[config.mk]
export PLATFORM = sky130hd
export DESIGN_NAME = timetag_scheduler
export DESIGN_NICKNAME = d
export VERILOG_FILES = /design/src/rtl/timetag_scheduler.sv
export SDC_FILE = /design/constraint.sdc
export NUM_CORES = 1
export LEC_CHECK = 0
export ABC_AREA = 1
export BUFFER_PORTS_ARGS = -buffer_cell sky130_fd_sc_hd__buf_2
export CORE_MARGIN = 2
export CORE_UTILIZATION = 45
export DETAILED_ROUTE_END_ITERATION = 10
export PLACE_DENSITY = 0.76
export SKIP_LAST_GASP = 1
export SLEW_MARGIN = 5
export SYNTH_ARGS = -nofsm -noshare
export SYNTH_HDL_FRONTEND = slang
export SYNTH_SLANG_ARGS = --single-unit
[constraint.sdc]
create_clock -name clk -period 1.22 [get_ports clk]
set_clock_uncertainty 0.05 [all_clocks]
set_input_delay 0.122 -clock clk [delete_from_list [all_inputs] [get_ports clk]]
set_output_delay 0.122 -clock clk [all_outputs]
set_load 0.01 [all_outputs]
[src/rtl/timetag_scheduler.sv]
// rtl/timetag_scheduler.sv - merges latched period time tags into the event packet stream on packet boundaries
module timetag_scheduler #(
    parameter logic [3:0] TAG_HDR = 4'hF,
    parameter int         DW      = 48
) (
    input  logic          clk,
    input  logic          rst_n,
    input  logic          en,
    input  logic          period_done,
    input  logic [47:0]   period,
    input  logic          ev_valid,
    input  logic [DW-1:0] ev_data,
    input  logic          ev_last,
    output logic          ev_ready,
    output logic          out_valid,
    output logic [DW-1:0] out_data,
    output logic          out_last,
    output logic          out_is_tag,
    input  logic          out_ready,
    output logic          tag_pending,
    output logic [7:0]    tag_drops
);

    typedef enum logic {
        IDLE = 1'b0,
        PKT  = 1'b1
    } state_t;

    state_t        state;
    logic [DW-1:0] tag_word;
    logic          load;
    logic          tag_load;
    logic          ev_fire;
    logic          strobe;
    logic          unused_period_hi;

    // Only the low 44 bits of the period count fit beside the header nibble.
    assign unused_period_hi = ^period[47:44];

    always_comb begin
        load     = !out_valid || out_ready;
        tag_load = load && (state == IDLE) && tag_pending;
        ev_ready = rst_n && load && ((state == PKT) || !tag_pending);
        ev_fire  = ev_valid && ev_ready;
        strobe   = period_done && en;
    end

    always_ff @(posedge clk or negedge rst_n) begin
        if (!rst_n) begin
            state       <= IDLE;
            tag_word    <= '0;
            tag_pending <= 1'b0;
            tag_drops   <= 8'd0;
            out_valid   <= 1'b0;
            out_data    <= '0;
            out_last    <= 1'b0;
            out_is_tag  <= 1'b0;
        end else begin
            // A strobe landing while the old tag moves to the output is not a drop.
            if (strobe) begin
                tag_word    <= {TAG_HDR, period[DW-5:0]};
                tag_pending <= 1'b1;
                if (tag_pending && !tag_load && tag_drops != 8'hFF) begin
                    tag_drops <= tag_drops + 8'd1;
                end
            end else if (tag_load) begin
                tag_pending <= 1'b0;
            end

            if (tag_load) begin
                out_valid  <= 1'b1;
                out_data   <= tag_word;
                out_last   <= 1'b1;
                out_is_tag <= 1'b1;
            end else if (ev_fire) begin
                out_valid  <= 1'b1;
                out_data   <= ev_data;
                out_last   <= ev_last;
                out_is_tag <= 1'b0;
                state      <= ev_last ? IDLE : PKT;
            end else if (out_ready) begin
                out_valid  <= 1'b0;
            end
        end
    end

endmodule
## Word-level counts from Yosys, hierarchy flattened

Index checks and enable logic that the tools add are counted.

- Word-level logic and storage cells: 42
- Input port bits: 103
- Output and inout bits: 61
- Flip-flop bits (word level): 106

- Reductions and logical operators: 18
- Equality and inequality tests: 1
- Mux-type cells: 12
- Add/subtract/negate cells: 1
- Bitwise gates (word level): 2

Operator list:

| kind | number |
|---|---|
| $mux 48 | 2 |
| $mux 1 | 10 |
| $add 8x1->8 const B | 1 |
| $logic_and 1x1->1 | 8 |
| $ne 8x8->1 const B | 1 |
| $reduce_and 2->1 | 2 |
| $reduce_bool 2->1 | 2 |
| $logic_not 1->1 | 3 |
| $reduce_bool 3->1 | 1 |
| $logic_or 1x1->1 | 2 |
| $not 1->1 | 2 |

## Logic depth before layout (Yosys ltp)

Gate-level depths: netlist of run 1.

- Depth in word-level cells: 8
- Gate-level depth with buffers: 10
- Gate-level depth less buffers: 8

## Worst setup path after synthesis of run 1

No wires, ideal clock.

- Path kind: register to register
- Start point: register tag_drops[0]
- End point: register tag_drops[7]
- Stages on the path, launching flop included: 8
- Clock period less this slack: 1.379 ns
- Buffers on the path: 0
- Library setup time: 0.118 ns
- Path slack: -0.159 ns
- Arrival: 1.212 ns
- Data required time: 1.052 ns
- Path through: dfrtp_1 > ha_1 > nand3_1 > inv_1 > nand3_1 > nand3_1 > nand2_1 > nand2_1

- Word-level cells in the longest chain between the ends: 3
- Elaborated cells between the ends (all ways): 4
- Classes of those cells: 1 x add/sub; 1 x eq/ne; 2 x reduce/logical

Ends and longest elaborated chain:

| item | RTL line | text |
|---|---|---|
| start: declaration | 21 | `output logic [7:0] tag_drops` |
| start signal: assignment | 64 | `tag_drops <= tag_drops + 8'd1;` |
| parallel branches: the longest is 3 deep, another holds $add 8x1->8 | n/a |  |

Several ways; the timed one is not identified.
A chain may end at the register's enable or synchronous reset.

## Final worst setup path of run 1

- Start point: register state
- End point: register out_data[27]

- Word-level cells in the longest chain between the ends: 4
- Elaborated cells between the ends (all ways): 8
- Classes of those cells: 1 x mux; 1 x bitwise; 6 x reduce/logical

Ends and longest elaborated chain:

| item | RTL line | text |
|---|---|---|
| start: declaration | 29 | `state_t state;` |
| start signal: assignment | 80 | `state <= ev_last ? IDLE : PKT;` |
| $logic_or 1x1->1 / $not 1->1 (equally long branches) | 43, 42 |  |
| $logic_and 1x1->1 (on tied branches) | 43, 42 |  |
| $logic_and 1x1->1 (on tied branches) | 44, 42 |  |
| $reduce_bool 2->1 (no line) / $mux 48 (equally long branches) | n/a |  |
| end signal: assignment | 72 | `out_data <= tag_word;` |
| end signal: assignment | 77 | `out_data <= ev_data;` |
| end: declaration | 16 | `output logic [DW-1:0] out_data,` |

Parallel ways exist; a longest one is shown, timed or not.

==> results.py, run 1 <==
metrics = {
    "die": {
        "dieArea_um2": 11600,
        "io_pins": 164,
        "start_util_pct": 46.5,
        "rows": 37,
        "die_h_um": 108,
        "dieWidth_um": 108,
        "core_um2": 10400,
    },
    "logic_synthesis": {
        "ys_top_cells_by_area": "dfrtp_1, nand2_1, nand3_1",
        "synth_area_leader_cell": "dfrtp_1",
        "yosys_warnings": 0,
        "synth.distinct_cells": 22,
        "ys_seq_elements": 106,
        "yosysTopAreaCellShare_pct": 55.0,
        "syn-instance-count": 599,
        "ys_seq_area_share_pct": 55.0,
        "synth_nets": 703,
        "syn_area_um2": 4830,
        "synth.avg_cell_area_um2": 8.06,
    },
    "clock_network": {
        "numClockSinks": 106,
        "root_buffer": "clkbuf_8",
        "worstSkewPairLatency_ns": 0.37,
        "clk_pin_slew_ns": 0.10,
        "clk_path_buf_depth": 2,
        "cts_buffers": 9,
        "htreeDepth": 3,
        "cts_tree": "yes",
    },
    "sta": {
        "max_freq_mhz": 680,
        "drv_slew": 0,
        "fin_crit_sh_pct": 121,
        "slew-limit-headroom_pct": 62.3,
        "grt_setup_unrepaired": "true",
        "finalSetupViolations": 61,
        "finalHoldViolCount": 0,
        "timing.hold.ws_ns": 0.0108,
        "period_needed_ns": 1.47,
        "worst_pin_slew_ns": 0.565,
        "layout_setup_ws_ns": -0.251,
    },
    "placed_design": {
        "dp_slack_ns": -0.143,
        "place_congestion": 0.798,
        "port_buffers": 159,
        "placed_area_um2": 6000,
        "dpl.hpwl_um": 8420,
    },
    "global_route": {
        "grt_util_all_layers_pct": 23.5,
        "grt_max_degree": 107,
        "grt_overflow": 0,
        "grt_first_pass_wirelength_um": 21300,
        "antenna_found_initial": 0,
        "grt_pass1_vias": 4616,
    },
    "worst_setup_path": {
        "crit_path_max_fanout": 24,
        "critPathLaunchType": "flop",
        "r2r_slack_ns": -0.25,
        "crit_path_start": "state",
        "r2r-start": "state",
        "r2r_end": "out_data[27]",
        "crit_arrival_ns": 1.73,
        "worstRegToRegCells": 8,
        "critical_path_class": "reg2reg",
        "required_ns": 1.48,
        "end_kind": "flop",
        "worstSetupEndpoint": "out_data[27]",
    },
    "drt": {
        "drc": 0,
        "postRouteAntennaNets": 0,
        "vias_per_cell": 5.07,
        "drt_iter0_drc": 314,
        "totalWireLength_um": 14500,
        "vias": 5002,
        "wire_per_inst_um": 14.7,
        "dr.pass1.iters": 5,
    },
    "status": {
        "status": "finished with violations",
        "violations": "setup timing",
    },
    "cells_and_area": {
        "utilization_pct": 72.1,
        "antennaDiodeCount": 0,
        "nets": 950,
        "drive_gt1_share_pct": 35.3,
        "syn2layout_area_growth_pct": 54.9,
        "layout_commonest_cell": "nand2_1",
        "finish.instance_area_um2": 7480,
        "final_cell_mix": "nand2_1, buf_2, dfrtp_1, dlygate4sd3_1, nand3_1",
    },
    "power_and_ir_drop": {
        "worst_ir_drop_vdd_mv": 1.14,
        "p_leak_nw": 3.96,
        "p_per_area_nw_per_um2": 1990,
    },
    "flow_run": {
        "cap_viol_max_count": 0,
    },
    "worst_hold_path": {
        "hold_path.class": "in2reg",
    },
}
## logic make-up after synthesis
kind of cell	Yosys count	synth area share [%]
XOR/XNOR	1	0.181
buffers and inverters	92	8.55
AND/OR/NAND/NOR	310	26.8
AO/OA/AOI/OAI	89	9.23
flip-flops	106	55.0
adder cells (fa/ha/maj)	1	0.259
## power breakdown
part	leakage, nW	internal, W	switching [W]	total (W)
registers	1.31	0.00459	0.000615	0.00520
clock network	0.109	0.00121	0.00119	0.00239
logic	2.54	0.00336	0.00389	0.00725
## worst min-delay path by stage
stage,from,end,slack (ns),cells after the start
5_1_grt,ev_data[33],out_data[33],0.03,5
6_report,ev_data[3],out_data[3],0.01,5
3_3_place_gp,rst_n,out_data[44],0.24,2
3_5_place_dp,rst_n,out_data[44],0.24,2
2_1_floorplan,rst_n,out_data[0],-0.22,0
4_1_cts,ev_data[3],out_data[3],0.002,5
## final cells by class
type	count	area [µm²]
timing repair buffer	271	2170
clock buffer	11	141
multi-input combinational	401	2050
tap	136	170
inverter	57	216
fill	749	2890
sequential	106	2650
clock inverter	5	77.6
## critical path, stage by stage (launching register included)
cell     delay [ns]
dfrtp_1        0.40
inv_2          0.07
nand2_2        0.06
inv_2          0.11
nand2_8        0.15
buf_12         0.20
o21ai_0        0.24
nand2_2        0.07
nand2_1        0.07
## metal layers
metal | vias up | part of all wire (%) | track usage [%]
li1 | 2386 | - | -
met1 | 2372 | 40 | 29.4
met2 | 212 | 51 | 40.4
met3 | 32 | 6.0 | 3.57
met4 | 0 | 2.3 | 9.98
met5 | - | 0 | 0
## state kept, by name (all words and copies together), names as in the netlist
| signal | flops |
|---|---|
| out_data | 48 |
| tag_word | 45 |
| tag_drops | 8 |
| out_is_tag | 1 |
| out_last | 1 |
| out_valid | 1 |
| state | 1 |
| tag_pending | 1 |
## synthesized netlist by cell type
cell type,number
inv_1,54
buf_6,5
nand2_1,225
nand4_4,1
dfrtp_1,106
buf_1,5
xor2_1,1
nand3_1,66
buf_2,15
o21ai_0,63
inv_2,3
or2_2,1
nand2_4,2
nor3_1,2
nand3b_1,1
clkbuf_1,7
nor2_2,1
ha_1,1
buf_4,3
o21ai_1,26
nor2_1,9
nand2_2,2
## through the flow
stage	TNS (ns)	power, W	cells
after CTS	-7.63	0.0135	974
after global placement	-3.11	0.0103	896
final	-9.58	0.0148	987
after floorplan	-1.60	0.00834	599
after detailed placement	-4.32	0.0105	896
after global routing	-14.10	0.0158	987
## what timing repair did
item,in CTS,in global routing
hold buffers,57,0
pin swaps,8,55
hold endpoints to repair,163,0
buffers inserted,4,6
resized for setup,34,81
setup endpoints to repair,66,70
gates cloned,1,7
Note: power is estimated with default switching activity, not from simulation.
==> run 2: changes to the inputs <==
Settings changed: CORE_MARGIN 2 to 4, PLACE_DENSITY 0.76 to 0.73.
Clock period 1.22 ns to 1.5 ns, I/O delays scaled along.
==> run 2 against run 1 <==
- the run now ends clean
- non-clock buffer count shrank 49
- setup slack improved by 0.32 ns
- die area is 7.6% higher
- total power is 30% lower
- global-route usage fell by 2.5 points
- cell area decreased by 13%
- register-to-register slack gained 0.33 ns
- routed wire length fell by 11%
- final cell count is 5.1% lower
- highest routed layer unchanged
- combinational power down 42%
==> results.py, run 2 (synthesis results as in run 1) <==
metrics = {
    "sta": {
        "finalSetupViolations": 0,
        "drv_slew": 0,
        "grt_setup_unrepaired": "true",
        "finalHoldViolCount": 0,
        "fin_crit_sh_pct": 95.3,
        "period_needed_ns": 1.43,
        "slew-limit-headroom_pct": 46.8,
        "worst_pin_slew_ns": 0.798,
        "finalSetupTns_ns": 0,
        "max_freq_mhz": 699,
    },
    "cells_and_area": {
        "regMostFlops": "out_data",
        "layout_commonest_cell": "nand2_1",
        "final_cell_mix": "nand2_1, buf_2, dfrtp_1, nand3_1, o21ai_0",
        "drive_gt1_share_pct": 25.2,
        "top_regs": "out_data x48, tag_word x45, tag_drops x8",
        "finish.instance_area_um2": 6480,
        "num-fill-cells": 930,
        "antennaDiodeCount": 0,
        "multiInputGateArea_um2": 1780,
        "largest_reg_flops": 48,
        "syn2layout_area_growth_pct": 34.3,
        "nets": 901,
        "final-seq-area_um2": 2650,
    },
    "die": {
        "rows": 37,
        "io_pins": 164,
        "dieWidth_um": 112,
        "die_h_um": 112,
        "dieArea_um2": 12400,
        "core_um2": 10400,
        "start_util_pct": 46.5,
    },
    "flow_run": {
        "cap_viol_max_count": 0,
    },
    "worst_setup_path": {
        "end_kind": "output port",
        "r2r_slack_ns": 0.08,
        "cp_common_cell": "inv_2",
        "crit_arrival_ns": 1.23,
        "crit_path_max_fanout": 3,
        "critPathMaxStageDelay_ns": 0.38,
        "critPathBufInv": 3,
        "required_ns": 1.30,
        "critPathLaunchType": "flop",
        "critical_path_class": "reg2out",
        "critPathTopFamily": "flip-flops",
        "slowest_stage": "dfrtp_1",
        "worstPathCellList": "inv_2 -> nand2_2 -> inv_2 -> nor2_1 -> buf_2",
    },
    "drt": {
        "drt_iter0_drc": 410,
        "totalWireLength_um": 13000,
        "vias_per_cell": 4.94,
        "vias": 4632,
        "drc": 0,
        "dr.pass1.iters": 4,
        "wire_per_inst_um": 13.9,
        "postRouteAntennaNets": 0,
    },
    "placed_design": {
        "placed_area_um2": 5750,
        "place_congestion": 0.817,
        "dpl.hpwl_um": 8620,
        "port_buffers": 159,
    },
    "global_route": {
        "grt_overflow": 0,
        "grt_pass1_vias": 4621,
        "grt_util_all_layers_pct": 21.0,
        "antenna_found_initial": 0,
        "grt_first_pass_wirelength_um": 21500,
        "grt_max_degree": 66,
    },
    "clock_network": {
        "clk_pin_slew_ns": 0.09,
        "worstSkewPairLatency_ns": 0.36,
        "htreeDepth": 3,
        "cts_tree": "yes",
        "numClockSinks": 106,
        "cts_buffers": 9,
        "root_buffer": "clkbuf_8",
        "clk_path_buf_depth": 2,
    },
    "worst_hold_path": {
        "hold_path.class": "in2reg",
    },
    "power_and_ir_drop": {
        "p_per_area_nw_per_um2": 1590,
        "worst_ir_drop_vdd_mv": 0.770,
        "p_leak_nw": 3.55,
    },
    "status": {
        "status": "finished, final reports clean",
    },
}
run 2: worst min-delay path, delay by kind of cell:
| family | cells | cell delay (ns) |
|---|---|---|
| buffers and inverters | 1 | 0.08 |
| and+or+nand+nor | 4 | 0.18 |
run 2: report_power, final:
group	switching [W]	leakage, nW	total [W]	internal [W]
combinational	0.00253	2.12	0.00421	0.00168
clock	0.000912	0.110	0.00194	0.00103
sequential	0.000454	1.31	0.00418	0.00373
total	0.00389	3.55	0.0103	0.00643
run 2: metal layers:
metal | up-vias | share of wire [%] | global-route usage (%)
met5 | - | 0 | 0
met4 | 0 | 2.3 | 8.68
met3 | 24 | 5.4 | 3.32
met2 | 159 | 49 | 35.4
met1 | 2165 | 43 | 27.0
li1 | 2284 | - | -
run 2: per-stage QoR:
step / cells / power [W] / hold slack [ns] / util (%) / worst slack [ns]
2_1_floorplan: 599 / 0.00672 / -0.196 / - / 0.121
3_3_place_gp: 874 / 0.00808 / 0.244 / 55.4 / 0.0937
3_5_place_dp: 874 / 0.00824 / 0.262 / 55.4 / 0.0417
4_1_cts: 935 / 0.0103 / 0.0124 / 62.0 / 0.0264
5_1_grt: 937 / 0.0111 / 0.0396 / 62.5 / -0.0297
6_report: 937 / 0.0103 / 0.0343 / 62.5 / 0.0698
run 2: area by class of cell:
cell class | count | share of cell area [%]
inverters | 57 | 3.30
multi-input cells | 401 | 27.4
well taps | 136 | 2.62
repair buffers | 222 | 22.4
clock inverters | 2 | 0.926
flip-flops and latches | 106 | 40.9
clock buffers | 13 | 2.45
run 2: repair_timing:
action / 4_1_cts / 5_1_grt
endpoints found under the setup margin: 0 / 15
gates resized for setup: 0 / 6
setup buffers: 0 / 1
endpoints found under the hold margin: 132 / 0
hold buffers: 46 / 0
run 2: final timing paths:
kind	from	to	cells past startpoint
worst max-delay path	state	ev_ready	5
worst min-delay path	ev_data[44]	out_data[44]	5
worst max register to register	state	out_data[4]	9
worst min register to register	out_is_tag	out_is_tag	2
max in group asynchronous	rst_n	tag_word[35]	3
min in group asynchronous	rst_n	out_valid	3
